--- config.mk ---
export PLATFORM = sky130hd
export DESIGN_NAME = ram_be_sdp
export DESIGN_NICKNAME = d
export VERILOG_FILES = /design/src/rtl/ram_be_sdp.sv
export SDC_FILE = /design/constraint.sdc
export NUM_CORES = 2
export LEC_CHECK = 0
export CAP_MARGIN = 20
export CORE_MARGIN = 4
export CORE_UTILIZATION = 45
export DETAILED_ROUTE_END_ITERATION = 16
export PLACE_DENSITY_LB_ADDON = 0.15
export SETUP_SLACK_MARGIN = 0.3
export SLEW_MARGIN = 20
export SYNTH_ARGS = -nofsm -noshare
export SYNTH_HDL_FRONTEND = slang
export SYNTH_SLANG_ARGS = --single-unit
--- constraint.sdc ---
create_clock -name clk -period 6.95 [get_ports clk]
set_clock_uncertainty 0.1 [all_clocks]
set_input_delay 0.695 -clock clk [delete_from_list [all_inputs] [get_ports clk]]
set_output_delay 0.695 -clock clk [all_outputs]
set_load 0.02 [all_outputs]
--- src/rtl/ram_be_sdp.sv ---
`default_nettype none
// ============================================================================
// Module   : ram_be_sdp
// Function : Simple dual-port RAM with per-byte write enables, registered read
//            and a zero-fill sweep after reset. Define RAM_BYPASS_EN to forward
//            same-address write data to the read port.
// Revision : 1.0
// ============================================================================
module ram_be_sdp #(
    parameter int DATA_WIDTH = 16,
    parameter int ADDR_WIDTH = 8,
    parameter int BYTE_WIDTH = 8
) (
    input  logic                             clk,
    input  logic                             rst_n,
    input  logic                             wr_en,
    input  logic [ADDR_WIDTH-1:0]            wr_addr,
    input  logic [DATA_WIDTH-1:0]            wr_data,
    input  logic [DATA_WIDTH/BYTE_WIDTH-1:0] wr_be,
    input  logic                             rd_en,
    input  logic [ADDR_WIDTH-1:0]            rd_addr,
    output logic [DATA_WIDTH-1:0]            rd_data,
    output logic                             rd_valid,
    output logic                             init_busy
);

    localparam int NUM_BYTES = DATA_WIDTH / BYTE_WIDTH;
    localparam int DEPTH     = 2 ** ADDR_WIDTH;
    // One spare counter bit keeps the terminal count free of wrap-around.
    localparam logic [ADDR_WIDTH:0] c_LAST_ADDR = {1'b0, {ADDR_WIDTH{1'b1}}};

    typedef enum logic [0:0] {
        ST_INIT = 1'b0,
        ST_RUN  = 1'b1
    } state_t;

    state_t                  r_state;
    state_t                  w_state_next;
    logic [ADDR_WIDTH:0]     r_cnt;
    logic [ADDR_WIDTH:0]     w_cnt_next;
    logic [DATA_WIDTH-1:0]   r_rd_data;
    logic                    r_rd_valid;

    logic                    w_mem_we;
    logic [ADDR_WIDTH-1:0]   w_mem_addr;
    logic [DATA_WIDTH-1:0]   w_mem_data;
    logic [NUM_BYTES-1:0]    w_mem_be;
    logic                    w_rd_fire;
    logic [DATA_WIDTH-1:0]   w_rd_old;
    logic [DATA_WIDTH-1:0]   w_rd_word;

    logic [DATA_WIDTH-1:0]   r_mem [DEPTH];

    always_comb begin
        w_state_next = r_state;
        w_cnt_next   = r_cnt;
        w_mem_we     = 1'b0;
        w_mem_addr   = wr_addr;
        w_mem_data   = wr_data;
        w_mem_be     = wr_be;
        w_rd_fire    = 1'b0;
        case (r_state)
            ST_INIT: begin
                w_mem_we   = 1'b1;
                w_mem_addr = r_cnt[ADDR_WIDTH-1:0];
                w_mem_data = '0;
                w_mem_be   = '1;
                w_cnt_next = r_cnt + 1'b1;
                if (r_cnt == c_LAST_ADDR) begin
                    w_state_next = ST_RUN;
                end
            end
            ST_RUN: begin
                w_mem_we  = wr_en;
                w_rd_fire = rd_en;
            end
            default: begin
                w_state_next = ST_INIT;
            end
        endcase
    end

    always_ff @(posedge clk or negedge rst_n) begin
        if (!rst_n) begin
            r_state    <= ST_INIT;
            r_cnt      <= '0;
            r_rd_data  <= '0;
            r_rd_valid <= 1'b0;
        end else begin
            r_state    <= w_state_next;
            r_cnt      <= w_cnt_next;
            r_rd_valid <= w_rd_fire;
            if (w_rd_fire) begin
                r_rd_data <= w_rd_word;
            end
        end
    end

    // Storage carries no reset; only the sweep clears it.
    always_ff @(posedge clk) begin
        if (w_mem_we) begin
            for (int i = 0; i < NUM_BYTES; i++) begin
                if (w_mem_be[i]) begin
                    r_mem[w_mem_addr][i*BYTE_WIDTH +: BYTE_WIDTH] <= w_mem_data[i*BYTE_WIDTH +: BYTE_WIDTH];
                end
            end
        end
    end

    assign w_rd_old = r_mem[rd_addr];

`ifdef RAM_BYPASS_EN
    logic w_hit;
    assign w_hit = wr_en && (wr_addr == rd_addr);

    generate
        for (genvar g = 0; g < NUM_BYTES; g++) begin : g_bypass
            assign w_rd_word[g*BYTE_WIDTH +: BYTE_WIDTH] = (w_hit && wr_be[g]) ?
                wr_data[g*BYTE_WIDTH +: BYTE_WIDTH] : w_rd_old[g*BYTE_WIDTH +: BYTE_WIDTH];
        end
    endgenerate
`else
    assign w_rd_word = w_rd_old;
`endif

    assign rd_data   = r_rd_data;
    assign rd_valid  = r_rd_valid;
    assign init_busy = (r_state == ST_INIT);

endmodule
`default_nettype wire

==> reports/qor.yml <==
whs_ns: 0.273
final_common_cell: "edfxtp_1"
netlist_instances: 7932
worstPathMaxFanout: 47
synth_fp_nets: 7972
synth-simple-area-share_pct: 2.73
wire_per_inst_um: 35.3
syn_area_per_cell_um2: 20.3
synth-xor-area-share_pct: 0.0382
netlist_area_mm2: 0.161
synth_top_family_by_area: "multiplexers"
rsz0062_at_grt: "no"
switching_power_mw: 10.5
start_util_pct: 45.2
outcome: "finished, final reports clean"
yosys_warnings: 0
grt_pass1_wl_um: 651000
swShare_pct: 20.6
synthMuxAreaShare_pct: 14.3
synthFlopType: "edfxtp_1"
grt_max_degree: 174
cts_buffer_depth: 4
ioPinCount: 56
combPwrFrac_pct: 3.0
dpl_worst_slack_ns: 1.71
layout-area-overhead-vs-synth_pct: 12.1
cp-end-kind: "register"
worst_slack_ns: 2.32
chipWidth_um: 606
ys_seq_area_share_pct: 77.0
numCtsBuffers: 419
regArea_mm2: 0.124
cts-root-buf: "clkbuf_16"
dpl.hpwl_um: 282000
first_pass_iters: 6
worstSetupPathType: "register to register"
p_clk_share_pct: 44.3
cts_tree: "yes"
dp_cells: 12400
multi_input_area_mm2: 0.0339
nNetsFinal: 8158
tightest_slew_ns: 1.20
max_cap_violations: 0
finalNonFillerCells: 13200
grt_pass1_vias: 81500
post-route-util_pct: 50.6
cp-start-kind: "register"
power_mw: 51.1
drive_above_1_share_pct: 19.0
cts_sinks: 4123
final_cell_mix: "edfxtp_1, mux4_2, mux2i_1"
die_y_um: 606
cts.htree.levels: 5
hp-class: "input port to async pin"
finalSetupViolCount: 0
cts_resized: 0
route.detailed.drc: 0
slew_violations: 0
clkTransAtPathRegs_ns: 0.06
hold_violations: 0
clk_latency_ns: 0.94
coreArea_mm2: 0.356
stdcell_area_mm2: 0.180
dpl_cell_area_mm2: 0.166
min_period_over_period_pct: 66.7
track_usage_pct: 25.1
fill_cells: 28300
rows: 219
max_slew_margin_pct: 19.4
intPower_mw: 40.6
drt_iter0_drc: 9759
gr-total-overflow: 0
portBuffers: 55
critPathArrivalTime_ns: 5.10
synth_enable_flop_cells: 4096
post_cts_buffers: 0
fin_crit_ns: 4.63
p_per_area_mw_per_mm2: 284
synth-seq-cells: 4123
cp_data_required_time_ns: 7.42
setup_tns_ns: 0
dieArea_mm2: 0.367
ys_types: 67
ant_nets: 0
gp_congestion: 0.836
ir_drop_mv: 0.211
p_seq_share_pct: 52.7
synth_fa_ha_area_share_pct: 0.0156
fmax_mhz: 216
antenna_found_initial: 25
routed_via_density: 6.20
async_flop_share_pct: 0.655
wl_um: 468000
cellLeakagePower_nw: 61.2
synth-compound-area-share_pct: 3.80
cts_hold_buf: 1
vias: 82100
final timing paths:
kind / startpoint / to / slack [ns] / cells past startpoint
setup / recovery: r_state / r_mem[21][1] / 2.32 / 6
min in group clk: r_cnt[8] / r_cnt[8] / 0.39 / 2
setup reg to reg: r_state / r_mem[21][1] / 2.32 / 6
hold reg to reg: r_cnt[8] / r_cnt[8] / 0.39 / 2
max in group asynchronous: rst_n / rd_data[14] / 5.94 / 3
hold / removal: rst_n / r_state / 0.27 / 3
flip-flops by register name (all words and copies together) (netlist names):
| register | cells |
|---|---|
| r_cnt | 9 |
| rd_data | 16 |
| r_mem | 4096 |
| r_state | 1 |
| rd_valid | 1 |
critical path, cell delays in order (launching register included):
cell      delay (ns)
dfrtp_1         0.32
buf_4           0.40
clkinv_1        0.43
o31ai_4         0.99
nor2b_1         0.34
nand2_1         0.68
nor2_1          0.96
synth_stat cells, types with 13 or more instances:
cell | count | area, um^2
edfxtp_1 | 4096 | 123000
mux4_2 | 690 | 15500
mux2i_1 | 602 | 6030
nor2_1 | 556 | 2090
nand2_1 | 272 | 1020
o22ai_1 | 194 | 1210
clkbuf_1 | 166 | 623
o221ai_1 | 132 | 1160
buf_2 | 121 | 606
a21oi_1 | 120 | 601
a22oi_1 | 113 | 848
o21ai_0 | 83 | 415
a211oi_1 | 72 | 541
buf_6 | 69 | 777
buf_4 | 59 | 443
nand3_1 | 53 | 265
mux4_1 | 46 | 1210
buf_1 | 43 | 161
a2111oi_0 | 42 | 368
nor3_1 | 41 | 205
nand4_1 | 30 | 188
buf_8 | 27 | 405
dfrtp_1 | 27 | 676
inv_1 | 23 | 86.3
mux2_2 | 22 | 248
and2_1 | 20 | 125
a31oi_1 | 19 | 119
nor2b_1 | 18 | 113
nor4_1 | 16 | 100
a221oi_1 | 15 | 131
buf_12 | 13 | 260
o211ai_1 | 13 | 97.6
logic make-up (layout without fill, tap and decap cells):
kind of cell,after synthesis,in the layout
xor+xnor,7,7
buf+inv,528,1068
compound gates,868,868
fa+ha+maj,2,2
simple gates,1044,1044
mux,1360,1360
flops,4123,4123
other cells,0,13
routing by layer:
metal / up-vias / global-route usage [%] / wire length (um)
met2: 3789 / 39.2 / 219000
met3: 755 / 4.58 / 37900
met1: 44300 / 36.0 / 193000
li1: 33300 / - / -
met4: 4 / 8.27 / 17500
met5: - / 0 / 25
power by group through the flow:
| stage | Clock, mW | Combinational (mW) | Sequential, mW |
|---|---|---|---|
| final | 22.6 | 1.55 | 26.9 |
| after global routing | 24.0 | 1.60 | 26.9 |
| after CTS | 23.0 | 1.55 | 26.9 |
| after detailed placement | 0 | 1.55 | 27.4 |
| after global placement | 0 | 1.55 | 27.4 |
| after floorplan | 0 | 0.981 | 27.4 |
layout make-up:
| class | count | area share, % |
|---|---|---|
| Multi-Input combinational cell | 3281 | 18.9 |
| Antenna cell | 13 | 0.0181 |
| Tap cell | 4751 | 3.30 |
| Inverter | 27 | 0.0605 |
| Clock inverter | 264 | 1.47 |
| Clock buffer | 511 | 6.15 |
| Timing Repair Buffer | 266 | 1.45 |
| Sequential cell | 4123 | 68.7 |
Note: power is estimated with default switching activity, not from simulation.
